===== config.mk =====
export PLATFORM = sky130hd
export DESIGN_NAME = sample_loader
export DESIGN_NICKNAME = d
export VERILOG_FILES = /design/src/rtl/sample_loader_pkg.sv /design/src/rtl/sample_loader_pingpong_ctrl.sv /design/src/rtl/sample_loader.sv
export SDC_FILE = /design/constraint.sdc
export NUM_CORES = 1
export LEC_CHECK = 0
export BUFFER_PORTS_ARGS = -buffer_cell sky130_fd_sc_hd__buf_4
export CORE_ASPECT_RATIO = 1.5
export CORE_MARGIN = 5
export CORE_UTILIZATION = 25
export CTS_BUF_LIST = sky130_fd_sc_hd__clkbuf_2
export CTS_CLUSTER_DIAMETER = 60
export DETAILED_ROUTE_END_ITERATION = 10
export SLEW_MARGIN = 40
export SYNTH_ARGS = -nofsm -noshare
export SYNTH_HDL_FRONTEND = slang
export SYNTH_SLANG_ARGS = --single-unit

===== constraint.sdc =====
create_clock -name clk -period 2 [get_ports clk]
set_input_delay 0.2 -clock clk [delete_from_list [all_inputs] [get_ports clk]]
set_output_delay 0.2 -clock clk [all_outputs]
set_load 0.005 [all_outputs]

===== src/rtl/sample_loader_pkg.sv =====
// sample_loader_pkg: shared definitions for the bank I sample loader.
//   FRAME_LEN_DEF - default samples per ping-pong frame buffer
//   BASE_ADDR_DEF - default sram address of buffer 0
//   ld_state_e    - loader FSM state encoding
package sample_loader_pkg;

   localparam int FRAME_LEN_DEF = 1024;
   localparam int BASE_ADDR_DEF = 0;

   typedef enum logic [1:0] {
      ST_IDLE  = 2'd0,
      ST_FILL  = 2'd1,
      ST_STALL = 2'd2
   } ld_state_e;

endpackage


===== src/rtl/sample_loader_pingpong_ctrl.sv =====
// sample_loader_pingpong_ctrl: ownership of the two frame buffers.
//   clk, rst     - clock, async active-low reset
//   complete     - write buffer has just received its last sample
//   ack          - DSP consumed the oldest full buffer (ignored if none full)
//   full_wr      - buffer currently being written is still full
//   full_oth     - the other buffer is full
//   frame_ready  - at least one buffer awaits the DSP
//   rd_buf       - index of the oldest full buffer
//   wr_buf       - index of the buffer being written
module sample_loader_pingpong_ctrl (
   input  logic clk,
   input  logic rst,
   input  logic complete,
   input  logic ack,
   output logic full_wr,
   output logic full_oth,
   output logic frame_ready,
   output logic rd_buf,
   output logic wr_buf
);

   logic [1:0] full, full_nxt;
   logic       ack_eff;

   assign ack_eff     = ack && (|full);
   assign frame_ready = |full;
   assign full_wr     = full[wr_buf];
   assign full_oth    = full[~wr_buf];

   // Ack clear first, completion set second; if both hit the same index the
   // buffer ends up not full.
   always_comb begin
      full_nxt = full;
      if (ack_eff)
         full_nxt[rd_buf] = 1'b0;
      if (complete && !(ack_eff && (rd_buf == wr_buf)))
         full_nxt[wr_buf] = 1'b1;
   end

   always_ff @(posedge clk or negedge rst) begin
      if (!rst) begin
         full   <= 2'b00;
         rd_buf <= 1'b0;
         wr_buf <= 1'b0;
      end else begin
         full <= full_nxt;
         if (ack_eff)
            rd_buf <= ~rd_buf;
         if (complete)
            wr_buf <= ~wr_buf;
      end
   end

endmodule


===== src/rtl/sample_loader.sv =====
// sample_loader: streams receiver samples into bank I sram as two ping-pong
// frames and hands completed frames to the DSP.
//   clk, rst              - clock, async active-low reset
//   enable                - capture enable
//   in_data/valid/ready   - sample stream (valid/ready handshake)
//   write_addr/data/en    - bank I sram write port (registered)
//   frame_ready/base      - oldest full buffer awaiting the DSP
//   frame_ack             - DSP consumed the oldest full buffer
//   overrun               - sticky: sample offered while not ready (enabled)
module sample_loader
   import sample_loader_pkg::*;
#(
   parameter int ADDR_W    = 15,
   parameter int DATA_W    = 16,
   parameter int FRAME_LEN = FRAME_LEN_DEF,
   parameter int BASE_ADDR = BASE_ADDR_DEF
) (
   input  logic              clk,
   input  logic              rst,
   input  logic              enable,
   input  logic [DATA_W-1:0] in_data,
   input  logic              in_valid,
   output logic              in_ready,
   output logic [ADDR_W-1:0] write_addr,
   output logic [DATA_W-1:0] write_data,
   output logic              write_en,
   output logic              frame_ready,
   output logic [ADDR_W-1:0] frame_base,
   input  logic              frame_ack,
   output logic              overrun
);

   localparam int IDX_W = $clog2(FRAME_LEN);
   localparam logic [ADDR_W-1:0] BASE_A = ADDR_W'(BASE_ADDR);
   localparam logic [ADDR_W-1:0] FLEN_A = ADDR_W'(FRAME_LEN);
   localparam logic [IDX_W-1:0]  LAST   = IDX_W'(FRAME_LEN - 1);

   ld_state_e        state;
   logic [IDX_W-1:0] idx;
   logic             accept, complete, ack_eff;
   logic             full_wr, full_oth, rd_buf, wr_buf;

   assign in_ready = (state == ST_FILL) && !full_wr;
   assign accept   = in_valid && in_ready;
   assign complete = accept && (idx == LAST);
   assign ack_eff  = frame_ack && frame_ready;

   sample_loader_pingpong_ctrl u_pp (
      .clk         (clk),
      .rst         (rst),
      .complete    (complete),
      .ack         (frame_ack),
      .full_wr     (full_wr),
      .full_oth    (full_oth),
      .frame_ready (frame_ready),
      .rd_buf      (rd_buf),
      .wr_buf      (wr_buf)
   );

   // rd_buf is a flop, so frame_base only changes on a clock edge.
   assign frame_base = BASE_A + (rd_buf ? FLEN_A : '0);

   always_ff @(posedge clk or negedge rst) begin
      if (!rst) begin
         state      <= ST_IDLE;
         idx        <= '0;
         write_en   <= 1'b0;
         write_addr <= '0;
         write_data <= '0;
         overrun    <= 1'b0;
      end else begin
         write_en <= accept;
         if (accept) begin
            write_addr <= BASE_A + (wr_buf ? FLEN_A : '0) + ADDR_W'(idx);
            write_data <= in_data;
         end
         if (enable && in_valid && !in_ready)
            overrun <= 1'b1;

         if (!enable) begin
            // Partial frame dropped; completed buffers stay with the DSP.
            state <= ST_IDLE;
            idx   <= '0;
         end else begin
            case (state)
               ST_IDLE: begin
                  state <= ST_FILL;
                  idx   <= '0;
               end
               ST_FILL: begin
                  if (accept) begin
                     idx <= complete ? '0 : idx + 1'b1;
                     // Both buffers pending unless the DSP frees one now.
                     if (complete && full_oth && !ack_eff)
                        state <= ST_STALL;
                  end else if (full_wr && !(ack_eff && (rd_buf == wr_buf))) begin
                     // Re-enabled while both buffers were still pending.
                     state <= ST_STALL;
                  end
               end
               ST_STALL: begin
                  if (ack_eff)
                     state <= ST_FILL;
               end
               default: state <= ST_IDLE;
            endcase
         end
      end
   end

endmodule


-- Word-level counts from Yosys, hierarchy flattened
Cells that the tools add are included.
- register bits: 49
- logic and storage cells: 73
- output and inout bits: 50
- $lt $le $gt $ge: 5
- bitwise gates (word level): 5
- multiplexer cells: 22
- add/sub/neg operators: 2
- equality and inequality tests: 9
- reductions and logical operators: 21
- operators with widths (kind ; number):
    2-to-1 mux 10 bit ; 3
    2-to-1 mux 11 bit ; 2
    one-hot mux 10 bit (2 select lines) ; 1
    2-to-1 mux 2 bit ; 7
    logical AND 1 bit ; 13
    adder 11 x 10 -> 12 bit ; 1
    adder 10 x 1 -> 10 bit, second input constant ; 1
    equality test 10 bit, second input constant ; 1
    inequality test 4 x 3 -> 1 bit, second input constant ; 2
    less-than comparator 1 x 2 -> 1 bit, second input constant ; 3
    2-to-1 mux 1 bit ; 6
    inequality test 3 bit, second input constant ; 2
    one-hot mux 2 bit (3 select lines) ; 1
    logical NOT 1 bit ; 4
    inequality test 3 x 1 -> 1 bit, second input constant ; 1
    AND reduction 3 bit ; 1
    bitwise AND 2 bit ; 1
    demux 1 bit (select 1 bit) ; 2
    equality test 2 x 1 -> 1 bit, second input constant ; 1
    equality test 2 bit, second input constant ; 1
    >= comparator 1 bit, second input constant ; 2
    logical NOT 2 bit ; 1
    inverter 1 bit ; 2
    inverter 2 bit ; 1
    other kinds (4) ; 4

-- Longest topological paths before layout
- depth in word-level cells: 12
- mapped depth: 8

-- By module
A second synthesis with hierarchy kept.
- cell total of the unflattened synthesis: 237
- area, all modules: 2203.4 um^2
- modules (own cells, without submodules) (module ; area an instance (um^2) ; cells an instance ; times used):
    sample_loader ; 2025.7 ; 223 ; 1
    sample_loader_pingpong_ctrl ; 177.7 ; 14 ; 1

-- Least setup slack after synthesis
No wires, ideal clock.
- path kind: reg2reg
- start: register u_pp.wr_buf
- end: register idx[7]
- path slack: 0.453 ns
- data arrival time: 1.460 ns
- data required time: 1.913 ns
- setup time: 0.087 ns
- cell stages (with the launch flop): 6
- path buffers: 1
- clock period less this slack: 1.547 ns
- cell sequence: dfrtp_1 buf_6 mux2i_4 a31oi_4 or4_1 a22oi_1
- longest elaborated chain between the ends: 10
- RTL lines (element ; RTL line ; RTL):
    from (decl) ; sample_loader_pingpong_ctrl.sv:19 ; output logic wr_buf
    from (signal assigned) ; sample_loader_pingpong_ctrl.sv:50 ; wr_buf <= ~wr_buf;
    2-to-1 mux 1 bit (implied by the code) (*) (2 in series) ; sample_loader_pingpong_ctrl.sv:27 ; assign full_wr = full[wr_buf];
    logical NOT 1 bit (*) ; sample_loader.sv:43 ; assign in_ready = (state == ST_FILL) && !full_wr;
    logical AND 1 bit (*) ; sample_loader.sv:43 ;
    logical AND 1 bit (*) ; sample_loader.sv:44 ; assign accept = in_valid && in_ready;
    logical AND 1 bit ; sample_loader.sv:45 ; assign complete = accept && (idx == LAST);
    2-to-1 mux 10 bit ; sample_loader.sv:92 ; idx <= complete ? '0 : idx + 1'b1;
    2-to-1 mux 10 bit ; sample_loader.sv:91 ; if (accept) begin
    one-hot mux 10 bit (2 select lines) ; sample_loader.sv:85 ; case (state)
    2-to-1 mux 10 bit ; sample_loader.sv:80 ; if (!enable) begin
    to (signal assigned) ; sample_loader.sv:92 ;
    to (decl) ; sample_loader.sv:39 ; logic [IDX_W-1:0] idx;
Mark *: on every way between the ends. The rest lies on a longest branch, timed or not. The select of a mux whose other input is x is not followed.
A chain may end at the register's enable or synchronous reset.

-- Worst setup path after layout
- start: register u_pp.wr_buf
- end: register idx[9]
The elaborated chain is that of the path after synthesis.

==> qor.yml <==
hold_path:
  hold_depth: 3
  hp-class: "in -> reg"
  worstHoldEndpoint: "overrun$_DFFE_PN0P_"
  min_from: "in_valid"
power:
  p_leak_nw: 1.41
  power_density_mw_per_mm2: 934
  p_total_mw: 2.63
  peakVddDrop_mv: 0.260
cts:
  cts_sinks: 45
  cts-root-buf: "clkbuf_2"
  clk_path_buf_depth: 2
  cts_tree: "done"
  cts_buffers: 5
  clk_pin_slew_ns: 0.22
  htreeDepth: 2
  cts_resized: 0
  clk_latency_ns: 0.40
route:
  met1_length_um: 1940
  vias: 1785
  drt-vias-per-instance: 4.35
  wl_per_cell_um: 12.2
  drcViolationCount: 0
  drt_wl_total_um: 5020
  ant_nets: 0
  top_layer: "met4"
  drt_iter0_markers: 123
  wl_met3_um: 350
  first_pass_iters: 4
  met2_length_um: 2630
global_routing:
  globalRouteTotalUtil_pct: 9.84
  grt_pass1_wl_um: 8400
  grt_pass1_vias: 1784
  grt_max_degree: 46
  grt-ovfl-total: 0
  antenna_found_initial: 0
logic_synthesis:
  synth_top_flop_cell: "dfrtp_1"
  synth_area_mm2: 0.00216
  ys.warnings.count: 0
  avgSynthCellArea_um2: 9.28
  seq_area_frac_synth_pct: 52.1
  synth_edf_count: 0
  yosysUniqueCellTypes: 39
  synthArstFlopShare_pct: 100
  synth_seq_cells: 45
  postSynthCellCount: 233
sta:
  clock.fmax_mhz: 549
  hold_viol_final: 0
  fin_tns_setup_ns: 0
  relSlewSlack_pct: 61.2
  whs_ns: 0.0509
  rsz0062_at_grt: "no"
  finalSetupViolCount: 0
  fin_skew_ns: 0.0209
  finalCriticalPeriod_ns: 1.82
  max_slew.worst_pin.slew_ns: 0.581
  slew_violations: 0
  fin_crit_sh_pct: 91.1
die:
  die_area_mm2: 0.0107
  dieWidth_um: 86.0
  boundaryPins: 71
  num_rows: 41
  start_util_pct: 25.7
  dieHeight_um: 124
  core_area_mm2: 0.00841
cells_and_area:
  layout.nets: 324
  layout_common_cells: "nand2_1, buf_4, dfrtp_1"
  final_area_mm2: 0.00282
  n_fill_cell: 896
  antenna_cells: 0
  drive_gt1_share_pct: 23.4
  syn2layout_area_growth_pct: 30.3
  mostFrequentLayoutCell: "nand2_1"
worst_setup_path:
  start_kind: "flip-flop"
  slowest_stage: "dfrtp_1"
  slowest_delay_ns: 0.53
  cp.arrival_ns: 2.16
  path_buf_inv: 0
  r2r_start: "u_pp.wr_buf$_DFFE_PN0P_"
  endpoint_kind: "flip-flop"
  required_ns: 2.34
  crit_type: "reg -> reg"
  ff2ff_setup_slack_ns: 0.18
  crit_path_cell_trace: "mux2i_4, a31oi_4, or4_1, a22oi_1"
  reg2regPathDepth: 4
  critPathTopFamily: "flip-flops"
  crit_fanout: 18
  r2r-end: "idx[9]$_DFFE_PN0P_"
place:
  gp_congestion: 0.795
  dp_hpwl_um: 3640
  portBuffers: 52
  placed_cell_area_mm2: 0.00258
run_status:
  status: "complete, no violations"
job:
  drv_cap: 0
-- power breakdown --
| part | switching (mW) | internal, mW |
|---|---|---|
| combinational | 0.475 | 0.433 |
| clock | 0.284 | 0.213 |
| sequential | 0.122 | 1.10 |
| total | 0.881 | 1.75 |
-- Yosys cell counts (all sizes together) (2+ instances only) --
master  instances  area [um2]
nand3           7        47.6
o31ai           3        22.5
inv             6        22.5
or4             3        22.5
nand4           4        25.0
nand2b          3        18.8
o21ai          12        63.8
or2             2        12.5
a22oi           7        52.6
nor3            3        15.0
or3             4        25.0
dfrtp          45        1130
buf            26         185
and2            3        18.8
nand2          87         327
mux2i           2        32.5
-- through the flow --
step           instances  worst slack, ns  utilization, %
4_1_cts              410            0.139            33.5
3_5_place_dp         385            0.178            30.7
6_report             410            0.178            33.5
3_3_place_gp         385            0.198            30.7
2_1_floorplan        250            0.453               -
5_1_grt              410           0.0517            33.5
-- cell families (layout without fill, tap and decap cells) --
logic type / Yosys count / after routing / share of synthesized area (%)
AOI/OAI and AO/OA: 30 / 30 / 10.5
xor gates and xnor gates: 1 / 1 / 0.405
adders and majority gates: 1 / 1 / 0.578
buffers and inverters: 33 / 86 / 9.77
DFF: 45 / 45 / 52.1
muxes: 2 / 2 / 1.50
other: 1 / 18 / 0.173
and+or+nand+nor: 120 / 120 / 25.0
-- routing by layer --
layer | vias up | GRT usage (%)
li1 | 877 | -
met1 | 846 | 10.9
met2 | 53 | 18.1
met3 | 9 | 2.18
met4 | 0 | 3.76
met5 | - | 0
-- worst max-delay path by stage --
stage	start	to	slack, ns	cells past startpoint
2_1_floorplan	u_pp.wr_buf$_DFFE_PN0P_	idx[7]$_DFFE_PN0P_	0.45	5
3_3_place_gp	idx[3]$_DFFE_PN0P_	idx[0]$_DFFE_PN0P_	0.20	4
3_5_place_dp	idx[3]$_DFFE_PN0P_	idx[1]$_DFFE_PN0P_	0.18	4
4_1_cts	u_pp.wr_buf$_DFFE_PN0P_	in_ready	0.14	3
5_1_grt	idx[3]$_DFFE_PN0P_	idx[1]$_DFFE_PN0P_	0.05	4
6_report	u_pp.wr_buf$_DFFE_PN0P_	idx[9]$_DFFE_PN0P_	0.18	4
-- final cells by class --
class | count | area [um2] | share of cell area [%]
clock buffers | 6 | 30.0 | 1.07
clock inverters | 2 | 33.8 | 1.20
inverters | 6 | 22.5 | 0.799
multi-input cells | 172 | 890 | 31.6
flip-flops and latches | 45 | 1130 | 39.9
well taps | 107 | 134 | 4.75
repair buffers | 72 | 583 | 20.7
-- timing repair --
item | 4_1_cts | 5_1_grt
hold buffers | 17 | 0
buffers inserted | 0 | 0
endpoints found under the setup margin | 0 | 0
hold endpoints to repair | 61 | 0
-- sequential cells by signal (all words and copies together), names as in the netlist --
signal / flops
u_pp.full: 2
idx: 10
state: 2
write_en: 1
u_pp.wr_buf: 1
write_data: 16
overrun: 1
write_addr: 11
u_pp.rd_buf: 1
-- worst register-to-register path, delay by kind of cell (launching register included) --
family | cells | cell delay (ns)
DFF | 1 | 0.53
AOI/OAI and AO/OA | 2 | 0.40
muxes | 1 | 0.36
and+or+nand+nor | 1 | 0.50
(Power assumes the default switching activity.)
